$ cat config.mk
export PLATFORM = sky130hd
export DESIGN_NAME = if_prefetch_stage
export DESIGN_NICKNAME = d
export VERILOG_FILES = /design/src/rtl/if_prefetch_stage.sv
export SDC_FILE = /design/constraint.sdc
export NUM_CORES = 1
export LEC_CHECK = 0
export CAP_MARGIN = 10
export CORE_MARGIN = 4
export CORE_UTILIZATION = 63
export DETAILED_ROUTE_END_ITERATION = 8
export DONT_BUFFER_PORTS = 1
export PLACE_DENSITY = 0.87
export SYNTH_ARGS = -nofsm -noshare
export SYNTH_HDL_FRONTEND = slang
export SYNTH_SLANG_ARGS = --single-unit
$ cat constraint.sdc
create_clock -name clk -period 4.4 [get_ports clk]
set_clock_uncertainty 0.2 [all_clocks]
set_input_delay 0.44 -clock clk [delete_from_list [all_inputs] [get_ports clk]]
set_output_delay 0.44 -clock clk [all_outputs]
set_load 0.005 [all_outputs]
$ cat src/rtl/if_prefetch_stage.sv
// Instruction-fetch stage with an in-order prefetch queue.
// Sequential fetches are issued while credits remain (queued words plus
// in-flight requests below DEPTH). Returned words are tagged with their
// next-PC, buffered, and handed to ID under valid/freeze flow control.
// A taken branch redirects fetch, empties the queue, and marks every
// still-outstanding response to be thrown away when it arrives.
module if_prefetch_stage #(
  parameter int                     ADDRESS_LEN     = 32,
  parameter int                     INSTRUCTION_LEN = 32,
  parameter int                     DEPTH           = 4,
  parameter int                     PC_STEP         = 4,
  parameter logic [ADDRESS_LEN-1:0] RESET_PC        = '0
) (
  input  logic                       clk,
  input  logic                       rst,
  input  logic                       freeze,
  input  logic                       branch_taken,
  input  logic [ADDRESS_LEN-1:0]     branch_addr,
  output logic                       imem_req,
  output logic [ADDRESS_LEN-1:0]     imem_addr,
  input  logic                       imem_ready,
  input  logic                       imem_rvalid,
  input  logic [INSTRUCTION_LEN-1:0] imem_rdata,
  output logic                       if_valid,
  output logic [ADDRESS_LEN-1:0]     if_pc,
  output logic [INSTRUCTION_LEN-1:0] if_instruction
);

  localparam int PTR_W = $clog2(DEPTH);
  localparam int CNT_W = PTR_W + 1;
  localparam int SUM_W = CNT_W + 1;

  localparam logic [ADDRESS_LEN-1:0] STEP      = ADDRESS_LEN'(PC_STEP);
  localparam logic [SUM_W-1:0]       CREDITS   = SUM_W'(DEPTH);
  localparam logic [CNT_W-1:0]       CNT_ONE   = CNT_W'(1);
  localparam logic [PTR_W-1:0]       PTR_ONE   = PTR_W'(1);

  // Architectural state
  logic [ADDRESS_LEN-1:0]     fetch_pc;
  logic [ADDRESS_LEN-1:0]     resp_pc;
  logic [CNT_W-1:0]           count;
  logic [CNT_W-1:0]           outstanding;
  logic [CNT_W-1:0]           discard;
  logic [PTR_W-1:0]           rd_ptr;
  logic [PTR_W-1:0]           wr_ptr;

  // Queue storage: word and the PC that follows it
  logic [ADDRESS_LEN-1:0]     q_pc    [DEPTH];
  logic [INSTRUCTION_LEN-1:0] q_instr [DEPTH];

  // Per-cycle events
  logic [SUM_W-1:0]           credit_used;
  logic                       issue;
  logic                       drop;
  logic                       push;
  logic                       pop;
  logic [ADDRESS_LEN-1:0]     push_pc;
  logic [CNT_W-1:0]           outstanding_after_resp;

  // Every queued word and every in-flight request consumes one credit, so
  // the queue always has room for whatever is still on its way back.
  assign credit_used = {1'b0, count} + {1'b0, outstanding};

  // Request is forced low during reset and in the redirect cycle.
  assign imem_req  = rst && (credit_used < CREDITS) && !branch_taken;
  assign imem_addr = fetch_pc;
  assign issue     = imem_req && imem_ready;

  // Responses owed to a pre-branch stream are consumed, never queued.
  assign drop    = imem_rvalid && (discard != '0);
  assign push    = imem_rvalid && (discard == '0) && !branch_taken;
  assign push_pc = resp_pc + STEP;

  assign if_valid       = (count != '0);
  assign pop            = if_valid && !freeze && !branch_taken;
  assign if_pc          = if_valid ? q_pc[rd_ptr]    : '0;
  assign if_instruction = if_valid ? q_instr[rd_ptr] : '0;

  // In-flight count after this cycle's response (if any) has retired
  assign outstanding_after_resp = outstanding - CNT_W'(imem_rvalid);

  // Fetch address: redirect on branch, otherwise advance on each accepted request
  always_ff @(posedge clk or negedge rst) begin
    if (!rst) begin
      fetch_pc <= RESET_PC;
    end else if (branch_taken) begin
      fetch_pc <= branch_addr;
    end else if (issue) begin
      fetch_pc <= fetch_pc + STEP;
    end
  end

  // In-flight bookkeeping: outstanding requests and responses still to be thrown away
  always_ff @(posedge clk or negedge rst) begin
    if (!rst) begin
      outstanding <= '0;
      discard     <= '0;
    end else if (branch_taken) begin
      // Everything still owed belongs to the old stream; any earlier
      // discard count is already part of that total.
      outstanding <= outstanding_after_resp;
      discard     <= outstanding_after_resp;
    end else begin
      outstanding <= outstanding_after_resp + CNT_W'(issue);
      if (drop) begin
        discard <= discard - CNT_ONE;
      end
    end
  end

  // Queue control: pointers, occupancy and the PC tag of the next returned word
  always_ff @(posedge clk or negedge rst) begin
    if (!rst) begin
      resp_pc <= RESET_PC;
      count   <= '0;
      rd_ptr  <= '0;
      wr_ptr  <= '0;
    end else if (branch_taken) begin
      resp_pc <= branch_addr;
      count   <= '0;
      rd_ptr  <= '0;
      wr_ptr  <= '0;
    end else begin
      if (push) begin
        resp_pc <= push_pc;
        wr_ptr  <= wr_ptr + PTR_ONE;
      end
      if (pop) begin
        rd_ptr <= rd_ptr + PTR_ONE;
      end
      count <= count + CNT_W'(push) - CNT_W'(pop);
    end
  end

  // Queue storage write; contents need no reset because count gates visibility
  always_ff @(posedge clk) begin
    if (push) begin
      q_pc[wr_ptr]    <= push_pc;
      q_instr[wr_ptr] <= imem_rdata;
    end
  end

endmodule
==> impl_metrics.env <==
export IMPL_p_int_w=0.00588
export IMPL_hold_slack_ns=0.0302
export IMPL_synth_warning_count=0
export IMPL_clockPowerShare=0.325
export IMPL_arrival_ns=2.74
export IMPL_crit_type="register to output pin"
export IMPL_yosys_top_cells_count="edfxtp_1 (256), dfrtp_1 (77), nand2_1 (73)"
export IMPL_synth_edf_count=256
export IMPL_routed_wl_um=29500
export IMPL_ir_drop_uv=302
export IMPL_rows=54
export IMPL_r2r_cells=7
export IMPL_antenna_found_initial=0
export IMPL_yosysSeqAreaShare=0.669
export IMPL_worstMarginPinSlew_ns=0.918
export IMPL_placement_io_buffers=0
export IMPL_die_h_um=159
export IMPL_syn_nets=1023
export IMPL_min_path_cells=4
export IMPL_seqPwrFrac=0.476
export IMPL_remaining_drc_errors=0
export IMPL_area_growth_pct=14.3
export IMPL_max_freq_mhz=296
export IMPL_top_usage_layer="met2"
export IMPL_endpoint_kind="output pin"
export IMPL_grt_use_met2=0.383
export IMPL_post_cts_buffers=0
export IMPL_finalPower_w=0.00810
export IMPL_wire_per_inst_um=22.6
export IMPL_first_pass_iters=5
export IMPL_drive_gt1_frac=0.148
export IMPL_clk_pin_slew_ns=0.06
export IMPL_worstPathMaxFanout=46
export IMPL_gp_congestion=0.866
export IMPL_syn_cell_area_sq_um=14400
export IMPL_synth_area_leaders="edfxtp_1 (53%), dfrtp_1 (13%), mux4_2 (10%)"
export IMPL_grt_setup_unrepaired="no"
export IMPL_cts_max_level=1
export IMPL_overflow=0
export IMPL_clkLatencyLatePin_ns=0.54
export IMPL_core_sq_um=22200
export IMPL_cts_num_sinks=333
export IMPL_min_period_over_period=0.769
export IMPL_yosysUniqueCellTypes=49
export IMPL_yosys_area_top_type_share=0.535
export IMPL_hpwl_um=17300
export IMPL_initial_utilization=0.648
export IMPL_pwr_share_comb=0.199
export IMPL_tns_ns=0
export IMPL_syn_avg_cell_area_sq_um=15.4
export IMPL_vias=8213
export IMPL_drtAntennaViolNets=0
export IMPL_grt_usage=0.234
export IMPL_drtIter0Drc=819
export IMPL_grt_pass1_wl_um=47500
export IMPL_nNetsFinal=1087
export IMPL_swShare=0.274
export IMPL_p_sw_w=0.00222
export IMPL_use_met1=0.340
export IMPL_synthArstFlopShare=0.231
export IMPL_die_x_um=159
export IMPL_cts_buffers=31
export IMPL_syn_inst=936
export IMPL_powerDensity_nw_per_um2=493
export IMPL_drv_cap=0
export IMPL_post_synth_top_count_cell="edfxtp_1"
export IMPL_synth_ff_type="edfxtp_1"
export IMPL_die_area_sq_um=25300
export IMPL_p_leak_nw=5.53
export IMPL_root_buffer="clkbuf_16"
export IMPL_min_period_ns=3.38
export IMPL_met3_usage=0.0414
export IMPL_io_pins=168
export IMPL_cts_tree="built"
export IMPL_avgViaCountPerCell=6.29
export IMPL_grt_pass1_vias=8328
export IMPL_max_slew_margin=0.388
export IMPL_finalHoldViolations=0
export IMPL_cts_buffer_depth=3
export IMPL_setup_viol=0
export IMPL_grt_max_degree=78
export IMPL_status="finished clean"
export IMPL_hold_path_class="input pin to register"
export IMPL_required_ns=3.76
export IMPL_cp_start_kind="register"
export IMPL_yosysTopAreaCell="edfxtp_1"
export IMPL_ys_seq_elements=333
export IMPL_report_final_slew_viol_count=0
-- final timing paths --
kind / slack, ns / endpoint / from
max in group asynchronous: 3.40 / rd_ptr[0] / rst
worst max-delay path: 1.02 / if_instruction[21] / rd_ptr[0]
min in group asynchronous: 0.21 / imem_addr[21] / rst
worst min register to register: 0.32 / q_pc[2][1] / resp_pc[1]
worst min-delay path: 0.03 / discard[0] / imem_rvalid
worst max register to register: 1.14 / imem_addr[29] / count[1]
-- worst max-delay path, cell delays in order, from the launching register on --
cell     delay, ns
dfrtp_4       1.02
buf_4         0.40
mux4_2        0.55
and2_1        0.20
-- layout make-up --
type,count,area (sq um)
clock buffer,43,881
sequential,333,9620
timing repair buffer,79,863
tap,280,350
multi-input combinational,529,4460
fill,1298,5740
antenna,1,2.50
inverter,26,97.6
clock inverter,15,141
-- repair_timing --
item	4_1_cts	5_1_grt
hold endpoints to repair	282	0
gates resized for setup	0	0
hold buffers	69	0
-- kinds of logic (layout without fill, tap and decap cells) --
family	Yosys count	after routing	synth area share
xor gates and xnor gates	72	72	0.0439
other	0	1	0
DFF	333	333	0.669
AOI/OAI and AO/OA	78	78	0.0354
buffers and inverters	74	163	0.0206
adders and majority gates	17	17	0.0153
muxes	75	75	0.109
and+or+nand+nor	287	287	0.107
-- routing by layer --
layer  wire length, um  vias to the layer above
met5                 0                        -
met4               444                        0
met3              2360                       42
met2             14500                      386
met1             12300                     4115
li1                  -                     3670
-- cell usage in the layout, fill, tap and decap left out, drive strengths merged, types with 26 or more instances in the layout --
cell type / n
clkbuf: 43
edfxtp: 256
o21ai: 32
nand2: 73
xor2: 27
dlygate4sd3: 67
mux4: 64
xnor2: 45
nand3: 42
dfrtp: 77
nor2: 30
and2: 71
inv: 26
-- flip-flops by register name, summed over array words and instances, names as in the netlist --
signal / flops
discard: 3
count: 3
outstanding: 3
imem_addr: 32
resp_pc: 32
rd_ptr: 2
q_instr: 128
wr_ptr: 2
q_pc: 128
-- power by group through the flow --
| stage | Combinational (W) | Sequential [W] | Clock, W |
|---|---|---|---|
| after global routing | 0.00176 | 0.00389 | 0.00284 |
| after global placement | 0.00147 | 0.00391 | 0 |
| after detailed placement | 0.00151 | 0.00392 | 0 |
| after CTS | 0.00161 | 0.00386 | 0.00268 |
| after floorplan | 0.00132 | 0.00375 | 0 |
| final | 0.00161 | 0.00386 | 0.00263 |
-- through the flow --
step	utilization	instance area [sq um]	setup WS, ns	instances
floorplan	-	14400	1.05	936
global placement	0.662	14700	1.39	1178
finish	0.741	16400	1.02	1306
CTS	0.741	16400	0.946	1305
detailed placement	0.662	14700	1.28	1178
global route	0.741	16400	0.770	1305
No activity file was read; power rests on OpenSTA's default activity.
